$ cat config.mk
export PLATFORM = sky130hd
export DESIGN_NAME = prefetch_fifo_line_reader
export DESIGN_NICKNAME = d
export VERILOG_FILES = /design/src/rtl/prefetch_fifo_line_reader.sv
export SDC_FILE = /design/constraint.sdc
export NUM_CORES = 1
export LEC_CHECK = 0
export ABC_AREA = 1
export CAP_MARGIN = 0
export CORE_UTILIZATION = 52
export CTS_CLUSTER_SIZE = 8
export DETAILED_ROUTE_END_ITERATION = 8
export PLACE_DENSITY = 0.87
export SKIP_CTS_REPAIR_TIMING = 1
export SLEW_MARGIN = 20
export SYNTH_ARGS = -nofsm -noshare
export SYNTH_HDL_FRONTEND = slang
export SYNTH_SLANG_ARGS = --single-unit
$ cat constraint.sdc
create_clock -name rd_clk -period 3.35 [get_ports rd_clk]
set_input_delay 1.005 -clock rd_clk [delete_from_list [all_inputs] [get_ports rd_clk]]
set_output_delay 1.005 -clock rd_clk [all_outputs]
set_load 0.005 [all_outputs]
$ cat src/rtl/prefetch_fifo_line_reader.sv
// rtl/prefetch_fifo_line_reader.sv - pops one line of words from the prefetch FIFO and emits it as a pixel stream
// Tracks line/frame position and reports FIFO underflow (fill-and-continue or stall).
module prefetch_fifo_line_reader #(
  parameter int unsigned                 c_DATA_WIDTH     = 16,
  parameter int unsigned                 c_H_ACTIVE       = 1920,
  parameter int unsigned                 c_V_ACTIVE       = 1080,
  parameter logic [c_DATA_WIDTH-1:0]     c_FILL_DATA      = '0,
  parameter int unsigned                 c_UNDERFLOW_MODE = 0,
  parameter int unsigned                 c_CNT_WIDTH      = 16
) (
  input  logic                    rd_clk,
  input  logic                    rd_rst,
  input  logic [c_DATA_WIDTH-1:0] fifo_rd_data,
  input  logic                    fifo_rd_vld,
  output logic                    fifo_rd_en,
  input  logic                    frame_start,
  input  logic                    line_req,
  output logic                    pix_de,
  output logic [c_DATA_WIDTH-1:0] pix_data,
  output logic                    line_done,
  output logic                    frame_done,
  output logic [15:0]             line_cnt,
  output logic                    busy,
  output logic                    underflow,
  output logic                    req_overrun,
  output logic [c_CNT_WIDTH-1:0]  underflow_cnt
);

  typedef enum logic {IDLE, ACTIVE} state_t;

  localparam logic [15:0] c_PIX_LAST  = 16'(c_H_ACTIVE - 1);
  localparam logic [15:0] c_LINE_LAST = 16'(c_V_ACTIVE - 1);

  state_t      state_q, state_d;
  logic [15:0] pix_cnt_q, pix_cnt_d;
  logic        active, pop, uf_cycle, slot, last_slot;

  assign active    = (state_q == ACTIVE);
  assign pop       = active & fifo_rd_vld;
  assign uf_cycle  = active & ~fifo_rd_vld;
  // Mode 0 consumes a pixel slot every active cycle; mode 1 only on a real pop.
  assign slot      = (c_UNDERFLOW_MODE == 0) ? active : pop;
  assign last_slot = slot & (pix_cnt_q == c_PIX_LAST);

  // State is a flop, so these decodes are registered outputs.
  assign fifo_rd_en = active;
  assign busy       = active;

  always_ff @(posedge rd_clk or posedge rd_rst) begin
    if (rd_rst) begin
      state_q   <= IDLE;
      pix_cnt_q <= '0;
    end else begin
      state_q   <= state_d;
      pix_cnt_q <= pix_cnt_d;
    end
  end

  always_comb begin
    state_d   = state_q;
    pix_cnt_d = pix_cnt_q;
    if (frame_start) begin
      pix_cnt_d = '0;
      state_d   = line_req ? ACTIVE : IDLE;
    end else begin
      case (state_q)
        IDLE: begin
          if (line_req) begin
            state_d   = ACTIVE;
            pix_cnt_d = '0;
          end
        end
        ACTIVE: begin
          if (last_slot) begin
            state_d   = IDLE;
            pix_cnt_d = '0;
          end else if (slot) begin
            pix_cnt_d = pix_cnt_q + 16'd1;
          end
        end
        default: state_d = IDLE;
      endcase
    end
  end

  always_ff @(posedge rd_clk or posedge rd_rst) begin
    if (rd_rst) begin
      pix_de        <= 1'b0;
      pix_data      <= '0;
      line_done     <= 1'b0;
      frame_done    <= 1'b0;
      line_cnt      <= '0;
      underflow     <= 1'b0;
      req_overrun   <= 1'b0;
      underflow_cnt <= '0;
    end else begin
      pix_de     <= slot & ~frame_start;
      line_done  <= last_slot & ~frame_start;
      frame_done <= last_slot & ~frame_start & (line_cnt == c_LINE_LAST);

      if (!frame_start && active) begin
        if (c_UNDERFLOW_MODE == 0)
          pix_data <= fifo_rd_vld ? fifo_rd_data : c_FILL_DATA;
        else if (pop)
          pix_data <= fifo_rd_data;
      end

      if (frame_start) begin
        line_cnt      <= '0;
        underflow     <= 1'b0;
        req_overrun   <= 1'b0;
        underflow_cnt <= '0;
      end else begin
        if (last_slot)
          line_cnt <= (line_cnt == c_LINE_LAST) ? 16'd0 : line_cnt + 16'd1;
        if (uf_cycle) begin
          underflow <= 1'b1;
          if (underflow_cnt != {c_CNT_WIDTH{1'b1}})
            underflow_cnt <= underflow_cnt + 1'b1;
        end
        if (line_req && active)
          req_overrun <= 1'b1;
      end
    end
  end

endmodule

* After elaboration in Yosys (flattened, before gate mapping)
Index checks and enable logic that the tools add are counted.
** Storage, ports and cells
- Flip-flop bits (word level) :: 70
- Input bits :: 21
- Output and inout port bits :: 55
- Word-level logic and storage cells :: 52
** Cells by class
- Add/subtract/negate cells :: 3
- Eq/ne operators :: 4
- Mux-type cells :: 19
- Bitwise logic cells :: 8
- Reductions and logical operators :: 8
** Operators with widths (number)
- $mux 16 :: 10
- $add 16x1->16 const B :: 3
- $eq 16x11->1 const B :: 2
- $pmux 16 s2 :: 1
- $ne 16x16->1 const B :: 1
- $reduce_bool 2->1 :: 4
- $mux 1 :: 7
- $and 1x1->1 :: 5
- $ne 3x3->1 const B :: 1
- $not 1->1 :: 3
- $logic_and 1x1->1 :: 2
- $pmux 1 s2 :: 1
- $reduce_and 2->1 :: 1
- $logic_not 1->1 :: 1

* Logic depth before layout (Yosys ltp)
Gate-level depths: netlist (run 1).
- Depth after elaboration :: 5
- Depth in mapped cells :: 11
- Depth with buffers taken out :: 10

* Least setup slack after synthesis (run 1)
No wires, ideal clock.
- Path type :: input to register
- From :: input port fifo_rd_vld
- To :: register underflow_cnt[11]
- Library setup time :: 126 ps
- Arrival :: 1850 ps
- Data required time :: 3224 ps
- Setup slack :: 1374 ps
- Stages :: 7
- Path buffers :: 2
- Path through :: clkbuf_1 -> or2_2 -> nand2_1 -> nand2_2 -> buf_6 -> nand2_1 -> o21ai_0
** Between the ends
- Word-level cells in the longest chain between the ends :: 4
** Ends and longest elaborated chain
- start: declaration :: RTL line 14 : input logic fifo_rd_vld,
- $not 1->1 :: RTL line 40 : assign uf_cycle = active & ~fifo_rd_vld;
- $and 1x1->1 :: RTL line 40
- $reduce_bool 2->1 (no line)
- $reduce_and 2->1 (no line)
- end signal: assignment :: RTL line 119 : underflow_cnt <= underflow_cnt + 1'b1;
- end: declaration :: RTL line 26 : output logic [c_CNT_WIDTH-1:0] underflow_cnt
Every way passes these cells.
A chain may end at the register's enable or synchronous reset.

* Worst setup path after layout (run 1)
- From :: input port frame_start
- To :: register pix_cnt_q[3]
** Between the ends
- Word-level cells in the longest chain between the ends :: 1
- Elaborated cells on any way between the ends :: 2
- Classes of those cells :: eq/ne: 1; mux: 1
** Ends and longest elaborated chain
- start: declaration :: RTL line 16 : input logic frame_start,
- $ne 3x3->1 (no line) / $mux 16 (equally long branches)
- end signal: assignment :: RTL line 55 : pix_cnt_q <= pix_cnt_d;
- end: declaration :: RTL line 35 : logic [15:0] pix_cnt_q, pix_cnt_d;
Parallel ways exist; a longest one is shown, timed or not.

==> flow_results.org, run 1 <==
** Pwr
- Max IR drop VDD :: 226 uV
- Power per cell area :: 372 nW/um^2
- Static leakage :: 2.27 nW

** Synth
- Avg Inst Size Synth :: 7.21 um^2
- Synthesized netlist cell count :: 547
- Number of warning messages in the yosys log :: 0
- The portion of synthesized area spent on multiplexers is 0.
- Synthesis inferred 70 register bits.
- Of the total synthesized cell area, the portion taken by AND, OR, NAND and NOR gates is 0.395.
- The netlist uses 29 different library cells.
- The post-synthesis compound-gate area fraction came to 0.0470.
- By area, the combinational part of the netlist is dominated by simple AND/OR/NAND/NOR gates.
- Synth Cell Area :: 3940 um^2
- Area share of xor/xnor cells in the synthesized design :: 0.0400
- Sequential fraction of the synthesis area :: 0.444
- Synthesized net count :: 571
- Fraction of the mapped netlist area in adder cells :: 0.00952

** Final layout
- Final #Nets :: 648
- Final cell count without fillers :: 728
- Counting the fill cells in the layout gives 628.
- Post-route cell area :: 4980 um^2
- The multi-input combinational cells in the finished layout cover a total of 1940 um^2.
- The repair_antennas step left the layout with diodes totalling 0.
- Share of final-layout standard cells stronger than drive strength 1 :: 0.0620
- Compared with the post-synthesis result, the final layout area differs by 26.4%.
- Measured on the finished design, the core utilization comes to 0.683.
- Most frequent cells in the layout :: 188 x nand2_1, 75 x clkdlybuf4s50_1, 74 x nor2_1
- Leading cell type in the layout, fill and taps excluded :: nand2_1
- Area of all sequential standard cells :: 1750 um^2

** Global routing
- Number of global-route vias before repair :: 3643
- Across every metal layer, demand over resource in global routing totals 0.260.
- For this run the aggregate overflow at the end of global routing stands at 0.
- Maximum number of pins on one net before global-route repair :: 49
- Met3 routing resource usage after global routing :: 0.0517
- For met1 alone, demand over resource in global routing was 0.314.
- The number of antenna violations at the first check in global routing was 0.
- Busiest grt layer :: met2
- Wire length of the first global-routing pass :: 16000 um
- In the global route stage, met2 resource usage came out at 0.445.

** STA
- Tightest Pin Transition :: 0.503 ns
- Across the routed clock network, the largest skew measured is 0.00764 ns.
- In the finished design, the share of the clock period the worst path needs comes to 0.740.
- Worst rel slew slack :: 0.664
- Setup repair after global routing left no endpoint under its margin.
- Min Clock Period, post-route :: 2.48 ns
- Number of setup violations in the final report :: 0
- Based on the critical path, the design can be clocked at up to 404 MHz.
- The final number of hold-violating endpoints came to 0.
- The max-slew violation count is 0.
- Sum of negative setup slack :: 0 ns

** Route
- Count of unresolved DRC violations after routing :: 0
- The first routing iteration left 249 violations.
- Final Routed Wirelength :: 9470 um
- Post-DR vias/cell :: 5.26
- Count of vias placed by the detailed router :: 3829
- Dividing the detail-routed wire length by the instance count gives 13.0 um.
- 1st-pass router iterations :: 5
- Number of nets with antenna violations after detailed routing :: 0

** Clock network
- TritonCTS built the clock tree.
- TritonCTS created 9 clock buffers.
- Clock transition at the register clock pins on the worst setup and hold paths after CTS :: 0.08 ns
- The clock passes through at most 2 buffers.
- Root buffer cell :: clkbuf_8
- Counting every sink on the clock net gives 70.
- The H-tree generated during clock tree synthesis spans 3 levels.
- Skew-Pair Late Insertion Delay :: 0.36 ns

** Worst hold path
- Class of the worst hold path :: register to register

** Placement
- Placed wire-length estimate :: 6880 um
- Cell area after placement :: 4780 um^2
- Port Buffer Count :: 75
- At the end of routability-driven placement, the weighted congestion stood at 0.914.
- Number of placed cells counting well taps :: 712

** Die
- Starting Density :: 0.540
- Area of the die :: 7930 um^2
- From bottom edge to top edge, the die measures 89.1 um.
- The floorplan step defined a core boundary enclosing 7290 um^2.
- Number of placement rows :: 31
- Number of primary I/O pins :: 76
- Measured along the x axis, the die boundary spans 89.1 um.

** Outcome
- The flow ran to the end, and the final reports show no timing, DRC or antenna violations.

** Critical path
- Data arrival time of the worst path :: 2.72 ns
- Of all nets on the critical path, the largest fanout is 20.
- STA classifies the critical path startpoint as a primary input.
- STA classifies the critical path endpoint as a register.
- Traced cell by cell, the critical path runs through clkdlybuf4s50_1, inv_2, nand3_2, inv_2, nor2_1, xnor2_1, nor2_1.
- For this run, the slowest stage of the critical path takes 0.54 ns.
- For the worst setup path, the data required time is 3.59 ns.
- For this design, the slowest cell found on the critical path is clkdlybuf4s50_1.
- By startpoint and endpoint, the worst setup path is classified as primary input to register.

** Job
- Count of max-cap constraint violations :: 0
-- synth_stat cells (all sizes together) --
cell / instances / area (um^2)
inv: 45 / 169
nand4: 22 / 138
nand2: 193 / 737
dfrtp: 70 / 1750
xor2: 15 / 131
o21ai: 25 / 125
o31ai: 2 / 15.0
clkbuf: 3 / 11.3
o21bai: 3 / 22.5
or2: 3 / 18.8
buf: 10 / 70.1
xnor2: 3 / 26.3
ha: 3 / 37.5
nand3b: 1 / 7.51
nor3: 10 / 50.1
a21oi: 2 / 10.0
clkinv: 1 / 3.75
nand3: 55 / 280
nor2: 79 / 324
o22ai: 2 / 12.5
-- power breakdown --
group,switching [W],total (W),internal [W]
clock,0.000364,0.000718,0.000354
combinational,0.000106,0.000221,0.000115
sequential,0.0000335,0.000917,0.000883
total,0.000504,0.00186,0.00135
-- worst paths after layout --
check / slack (ns) / to / cells past startpoint / startpoint
worst max-delay path: 0.87 / pix_cnt_q[3]$_DFFE_PP0P_ / 7 / frame_start
worst min-delay path: 0.49 / pix_data[0]$_DFFE_PP0P_ / 2 / pix_data[0]$_DFFE_PP0P_
worst max register to register: 1.38 / underflow_cnt[8]$_DFFE_PP0P_ / 10 / underflow_cnt[0]$_DFFE_PP0P_
worst min register to register: 0.49 / pix_data[0]$_DFFE_PP0P_ / 2 / pix_data[0]$_DFFE_PP0P_
max in group asynchronous: 1.73 / underflow_cnt[14]$_DFFE_PP0P_ / 3 / rd_rst
min in group asynchronous: 0.99 / pix_data[11]$_DFFE_PP0P_ / 2 / rd_rst
-- metal layers --
layer,vias up,part of all wire
li1,1906,-
met1,1774,0.44
met2,127,0.48
met3,22,0.058
met4,0,0.023
met5,-,0
-- per-stage QoR --
| step | power (W) | hold WS (ns) | setup slack (ns) |
|---|---|---|---|
| 2_1_floorplan | 0.00103 | 0.473 | 0.577 |
| 3_3_place_gp | 0.00115 | 0.466 | 0.515 |
| 3_5_place_dp | 0.00116 | 0.466 | 0.489 |
| 4_1_cts | 0.00186 | 0.487 | 0.870 |
| 5_1_grt | 0.00192 | 0.525 | 0.691 |
| 6_report | 0.00186 | 0.485 | 0.872 |
-- flip-flops by register name, summed over array words and instances, names as in the netlist --
signal / flops
underflow: 1
busy: 1
pix_data: 16
pix_cnt_q: 16
pix_de: 1
frame_done: 1
underflow_cnt: 16
line_cnt: 16
req_overrun: 1
line_done: 1
-- cells by family (layout without fill, tap and decap cells) --
family | count (synthesis) | after routing
XOR/XNOR | 18 | 18
buffers and inverters | 59 | 141
AO/OA/AOI/OAI | 34 | 34
AND/OR/NAND/NOR | 363 | 363
adder cells (fa/ha/maj) | 3 | 3
flip-flops | 70 | 70
-- worst max-delay path: cells and delay by family --
family / cells / cell delay, ns
buf+inv: 3 / 1.15
simple gates: 3 / 0.43
xor+xnor: 1 / 0.14
-- area by class of cell --
cell class / instances / share of cell area
Sequential cell: 70 / 0.352
Timing Repair Buffer: 79 / 0.159
Multi-Input combinational cell: 418 / 0.389
Clock inverter: 7 / 0.0161
Inverter: 46 / 0.0347
Tap cell: 99 / 0.0249
Clock buffer: 9 / 0.0249
Note: power is estimated with default switching activity, not from simulation.
==> run 2, diff against run 1 <==
Clock period 3.35 ns to 2.4 ns, I/O delays scaled along.
==> run 2 against run 1 <==
Net effect:
- clock skew is 0.0045 ns higher
- power increased by 39%
- non-clock buffer count up 4
- register-to-register slack got worse by 0.75 ns
- cell count increased by 0.55%
- critical path depth decreased by 6
- via count increased by 1.3%
- largest power group unchanged
- highest routed layer unchanged
==> flow_results.org, run 2 (synthesized netlist as in run 1, its figures left out) <==
** Route
- Highest Signal Layer :: met4 (unchanged)
- The number of DRC violations after detailed routing came to 0 (unchanged).
- Final Routed Wirelength :: 9910 um (was 9470 um)
- Routed met3 length :: 702 um (was 547 um)
- Count of vias placed by the detailed router :: 3880 (was 3829)
- Length of routed met2 wiring :: 4900 um (was 4580 um)
- Post-DR vias/cell :: 5.30 (was 5.26)
- The number of iterations in the first detailed-routing pass was 6 (was 5).
- Wire per inst :: 13.5 um (was 13.0 um)
- The length of routed wiring on met1 was 4150 um (was 4120 um).
- Number of nets with antenna violations after detailed routing :: 0 (unchanged)
- The number of violations reported at the end of detailed-routing iteration 0 came to 256 (was 249).

** STA
- For this run, the top clock speed supported by timing is 469 MHz.
- The smallest clock period supported by the final layout is computed as 2.13 ns.
- Of the available clock period, the critical path in the final layout requires 0.888.
- Worst rel slew slack :: 0.636 (was 0.664)
- Number of setup violations in the final report :: 0 (unchanged)
- The final clock skew came to 0.0121 ns (was 0.00764 ns).
- Sum of negative setup slack :: 0 ns (unchanged)
- Setup repair after global routing missed its margin: false (unchanged).
- The final number of hold-violating endpoints was 0 (unchanged).
- The max-slew violation count came to 0 (unchanged).
- Tightest Pin Transition :: 0.544 ns (was 0.503 ns)
- The worst hold-check slack was 0.478 ns (was 0.485 ns).

** Outcome
- Run status: completed (unchanged).

** Final layout
- Share of final-layout standard cells stronger than drive strength 1 :: 0.0664 (was 0.0620)
- The final net count is 652 (was 648).
- Post-route cell area :: 5010 um^2 (was 4980 um^2)
- Count of antenna diodes in the layout :: 0 (unchanged)
- Area growth from synthesis to layout :: 27.1% (was 26.4%)
- Most frequent cells in the layout :: 188 x nand2_1, 75 x clkdlybuf4s50_1, 74 x nor2_1 (unchanged)
- The most common cell after layout, fill and taps aside was nand2_1 (unchanged).
- Final cell count without fillers :: 732 (was 728)

** Placement
- The cell count after placement was 716 (was 712).
- The number of input and output port buffers inserted came to 75 (unchanged).
- Cell area after placement :: 4810 um^2 (was 4780 um^2)
- Placed wire-length estimate :: 7250 um (was 6880 um)
- The final weighted congestion of routability-driven global placement was 0.880 (was 0.914).

** Pwr
- The static leakage is 2.29 nW (was 2.27 nW).
- The power density over the cells came to 516 nW/um^2 (was 372 nW/um^2).
- The peak supply drop came to 322 uV (was 226 uV).

** Die
- The height of the die was 89.1 um (unchanged).
- Area of the die :: 7930 um^2 (unchanged)
- Starting Density :: 0.540 (unchanged)
- The floorplan die width is 89.1 um (unchanged).
- The area inside the core boundary was 7290 um^2 (unchanged).
- The number of placement rows is 31 (unchanged).
- The number of ports placed on the die boundary came to 76 (unchanged).

** Global routing
- The number of global-route vias before repair is 3651 (was 3643).
- Antenna violations before repair :: 0 (unchanged)
- Maximum number of pins on one net before global-route repair :: 56 (was 49)
- Wire length of the first global-routing pass :: 16800 um (was 16000 um)
- Global-route congestion overflow total :: 0 (unchanged)
- Total routing usage reported by global routing :: 0.273 (was 0.260)

** Critical path
- Largest fanout on the critical path :: 8 (was 20)
- The required time at the worst-slack endpoint came to 1.68 ns (was 3.59 ns).
- Cells traversed along the worst timing path: clkdlybuf4s50_1 (was clkdlybuf4s50_1, inv_2, nand3_2, inv_2, nor2_1, xnor2_1, nor2_1).
- The sort of element at the end of the critical path is a primary output (was register).
- Type of the setup path with the least slack :: register to primary output (was primary input to register)
- The category of the worst setup path launch point is a register (was primary input).
- The slowest cell on the critical path is clkdlybuf4s50_1 (unchanged).
- The largest incremental delay on the critical path was 0.56 ns (was 0.54 ns).
- Data arrival time of the worst path :: 1.41 ns (was 2.72 ns)
- Kind of cell adding the most delay to the critical path :: buffers and inverters (unchanged)
- The number of buffers and inverters on the critical path is 1 (was 3).

** Clock network
- Skew-Pair Late Insertion Delay :: 0.35 ns (was 0.36 ns)
- The clock transition at the registers of the reported paths is 0.07 ns (was 0.08 ns).
- The number of buffers on the longest clock path was 2 (unchanged).
- CTS buffer count :: 9 (unchanged)
- The CTS root buffer is clkbuf_8 (unchanged).
- The H-tree depth reported by CTS was 3 (unchanged).
- The number of clock sinks seen by CTS is 70 (unchanged).
- TritonCTS clock tree :: done (unchanged)

** Worst hold path
- Class of the worst hold path :: register to register (unchanged)

** Job
- Count of max-cap constraint violations :: 0 (unchanged)
## run 2: metal layers
| metal | track usage | vias to the layer above |
|---|---|---|
| met2 | 0.459 | 138 |
| met5 | 0 | - |
| li1 | - | 1920 |
| met1 | 0.350 | 1804 |
| met3 | 0.0591 | 18 |
| met4 | 0.0952 | 0 |
## run 2: layout make-up
| class | instances | area (um^2) |
|---|---|---|
| tap | 99 | 124 |
| fill | 640 | 2280 |
| sequential | 70 | 1750 |
| timing repair buffer | 83 | 823 |
| clock buffer | 12 | 155 |
| multi-input combinational | 418 | 1940 |
| inverter | 46 | 176 |
| clock inverter | 4 | 45.0 |
## run 2: power breakdown
| group | internal [W] | switching (W) | total (W) |
|---|---|---|---|
| clock network | 0.000533 | 0.000454 | 0.000986 |
| registers | 0.00123 | 0.0000442 | 0.00128 |
| logic | 0.000167 | 0.000154 | 0.000321 |
## run 2: through the flow
| step | setup slack [ns] | util | power, W |
|---|---|---|---|
| 6_report | 0.269 | 0.687 | 0.00258 |
| 4_1_cts | 0.264 | 0.687 | 0.00259 |
| 3_5_place_dp | -0.00481 | 0.660 | 0.00162 |
| 5_1_grt | 0.190 | 0.687 | 0.00269 |
| 3_3_place_gp | 0.0116 | 0.660 | 0.00161 |
| 2_1_floorplan | 0.709 | - | 0.00144 |
## run 2: path summary, 6_finish.rpt
check                           slack (ns)                            to  depth (start not counted)                         start
worst max-delay path                  0.27                   line_cnt[9]                          1       line_cnt[9]$_DFFE_PP0P_
worst min-delay path                  0.48       pix_data[3]$_DFFE_PP0P_                          2       pix_data[3]$_DFFE_PP0P_
worst max register to register        0.63  underflow_cnt[7]$_DFFE_PP0P_                         11  underflow_cnt[0]$_DFFE_PP0P_
worst min register to register        0.48       pix_data[3]$_DFFE_PP0P_                          2       pix_data[3]$_DFFE_PP0P_
max in group asynchronous             1.11      pix_cnt_q[5]$_DFFE_PP0P_                          3                        rd_rst
min in group asynchronous             0.71      pix_data[14]$_DFFE_PP0P_                          2                        rd_rst
==> run 3, diff against run 2 <==
Settings changed: CORE_MARGIN set to 8.
==> run 3 against run 2 <==
Net effect:
- routed wire length is 6.3% higher
- critical endpoint is now line_cnt[3]
- flip-flop and latch count stayed put
- first-iteration DRC count is 9.4% lower
- non-clock buffer count stayed put
- worst setup slack worse by 0.028 ns
==> flow_results.org, run 3 (synthesized netlist as in run 1, its figures left out) <==
** Placement
- The post-detailed-placement half-perimeter wirelength is 7730 um (was 7250 um).
- The number of input and output port buffers inserted is 75 (unchanged).
- Cell area after placement :: 4820 um^2 (was 4810 um^2)
- RD Place Congestion :: 0.883 (was 0.880)

** Clock network
- Number of clock sinks :: 70 (unchanged)
- The H-tree depth reported by CTS is 3 (unchanged).
- The clock latency on the worst-skew pair came to 0.35 ns (about the same).
- Root buffer cell :: clkbuf_8 (unchanged)
- The clock tree from TritonCTS is done (unchanged).
- CTS buffer count :: 9 (unchanged)
- Clock transition at the register clock pins on the worst setup and hold paths after CTS :: 0.09 ns (was 0.07 ns)
- Clock Path Buffers :: 2 (unchanged)

** Critical path
- Cells traversed along the worst timing path: clkdlybuf4s50_1 (unchanged).
- Number of cells on the critical path :: 1 (unchanged)
- CP Data Required Time :: 1.68 ns (about the same)
- The sort of element at the end of the critical path is a primary output (unchanged).
- R2R cell count :: 8 (was 11)
- Type of the setup path with the least slack :: register to primary output (unchanged)
- Kind of cell adding the most delay to the critical path :: buffers and inverters (unchanged)
- Bufs and invs on worst path :: 1 (unchanged)
- Standard cell with the maximum stage delay on the critical path :: clkdlybuf4s50_1 (unchanged)
- Largest fanout on the critical path :: 8 (unchanged)
- The largest incremental delay on the critical path came to 0.59 ns (was 0.56 ns).
- Data arrival time of the worst path :: 1.44 ns (was 1.41 ns)
- The category of the worst setup path launch point is a register (unchanged).

** STA
- The final clock skew is 0.0101 ns (was 0.0121 ns).
- The final number of hold-violating endpoints was 0 (unchanged).
- Sum of negative setup slack :: 0 ns (unchanged)
- Share of the clock period used by the worst path :: 0.900 (was 0.888)
- The time the worst path needs with I/O delays and setup came to 2.16 ns (was 2.13 ns).
- Setup repair after global routing missed its margin :: false (unchanged)
- Highest clock frequency the design can meet :: 463 MHz (was 469 MHz)
- The measured slew at the worst slew-check pin is 0.479 ns (was 0.544 ns).
- Number of setup violations in the final report :: 0 (unchanged)
- Worst rel slew slack :: 0.680 (was 0.636)
- The max-slew violation count is 0 (unchanged).

** Job
- The number of violations of the max-capacitance limit was 0 (unchanged).

** Route
- The via count is 3942 (was 3880).
- The count of antenna-violating nets left after detailed routing is 0 (unchanged).
- The number of iterations in the first detailed-routing pass is 5 (was 6).
- Count of unresolved DRC violations after routing :: 0 (unchanged)
- The total routed wirelength came to 10500 um (was 9910 um).
- The routed via count divided by cell count is 5.39 (was 5.30).
- The number of violations reported at the end of detailed-routing iteration 0 is 232 (was 256).
- The detail-routed net length per standard cell came to 14.4 um (was 13.5 um).

** Global routing
- Wire length of the first global-routing pass :: 17900 um (was 16800 um)
- Global-route congestion overflow total :: 0 (unchanged)
- Number of global-route vias before repair :: 3884 (was 3651)
- The global router's overall resource usage came to 0.212 (was 0.273).
- The largest net degree at the start of global routing is 71 (was 56).
- The number of antenna violations at the first check in global routing came to 0 (unchanged).

** Final layout
- Count of antenna diodes in the layout :: 0 (unchanged)
- Post-route cell area :: 5050 um^2 (was 5010 um^2)
- The final net count is 652 (unchanged).
- Most frequent cells in the layout :: 188 x nand2_1, 75 x clkdlybuf4s50_1, 74 x nor2_1 (unchanged)
- The area overhead of the layout relative to synthesis was 28.2% (was 27.1%).
- The share of cells above drive strength 1 was 0.0679 (was 0.0664).
- Leading cell type in the layout, fill and taps excluded :: nand2_1 (unchanged)
- The share of the core filled with cells in the final layout is 0.693 (was 0.687).

** Pwr
- The overall power consumption was 0.00270 W (was 0.00258 W).
- The power density over the cells came to 534 nW/um^2 (was 516 nW/um^2).
- Static leakage :: 2.30 nW (was 2.29 nW)
- The peak supply drop is 336 uV (was 322 uV).

** Die
- Die X-Extent :: 103 um (was 89.1 um)
- The height of the die is 103 um (was 89.1 um).
- Area of the die :: 10600 um^2 (was 7930 um^2)
- Number of primary I/O pins :: 76 (unchanged)
- The area inside the core boundary was 7290 um^2 (unchanged).
- The number of placement rows came to 31 (unchanged).
- The starting density of the core is 0.540 (unchanged).

** Worst hold path
- Class of the worst hold path :: register to register (unchanged)
- Hold Path Stages :: 2 (unchanged)

** Outcome
- Run status: completed (unchanged).
-- run 3: per-layer routing --
layer	wire length, um	up-vias	global-route usage
met5	0	-	0
met4	222	0	0.0834
met3	883	25	0.0587
met2	5080	174	0.353
met1	4360	1822	0.253
li1	-	1921	-
-- run 3: worst paths after layout --
| path | start | slack [ns] | end |
|---|---|---|---|
| min in group asynchronous | rd_rst | 0.80 | pix_data[6]$_DFFE_PP0P_ |
| worst min register to register | pix_data[0]$_DFFE_PP0P_ | 0.48 | pix_data[0]$_DFFE_PP0P_ |
| worst min-delay path | pix_data[0]$_DFFE_PP0P_ | 0.48 | pix_data[0]$_DFFE_PP0P_ |
| worst max register to register | pix_cnt_q[0]$_DFFE_PP0P_ | 0.51 | pix_cnt_q[7]$_DFFE_PP0P_ |
| worst max-delay path | line_cnt[3]$_DFFE_PP0P_ | 0.24 | line_cnt[3] |
| max in group asynchronous | rd_rst | 1.27 | pix_cnt_q[12]$_DFFE_PP0P_ |
-- run 3: stage by stage --
stage                     hold WS, ns  std cells  worst slack, ns
after CTS                       0.489        732            0.253
final                           0.485        732            0.241
after global placement          0.461        716            0.175
after floorplan                 0.473        547            0.709
after detailed placement        0.465        716            0.107
after global routing            0.514        732            0.196
-- run 3: worst register-to-register path: stages, from the launching register on --
cell and delay [ns]:
dfrtp_1 0.44, ha_1 0.24, nand4_1 0.13, nor2_1 0.30, nand2_1 0.12, nand2_2 0.14
inv_1 0.13, nor2_4 0.19, nor2_1 0.08
-- run 3: power breakdown --
| part | internal, W | total, W | switching [W] |
|---|---|---|---|
| logic | 0.000169 | 0.000325 | 0.000156 |
| registers | 0.00123 | 0.00128 | 0.0000457 |
| clock network | 0.000598 | 0.00109 | 0.000495 |
| total | 0.00200 | 0.00270 | 0.000697 |
-- run 3: layout make-up --
cell class / instances / area [um^2]
Timing Repair Buffer: 83 / 836
Tap cell: 99 / 124
Multi-Input combinational cell: 418 / 1940
Inverter: 46 / 176
Clock inverter: 7 / 104
Sequential cell: 70 / 1750
Fill cell: 594 / 2240
Clock buffer: 9 / 124
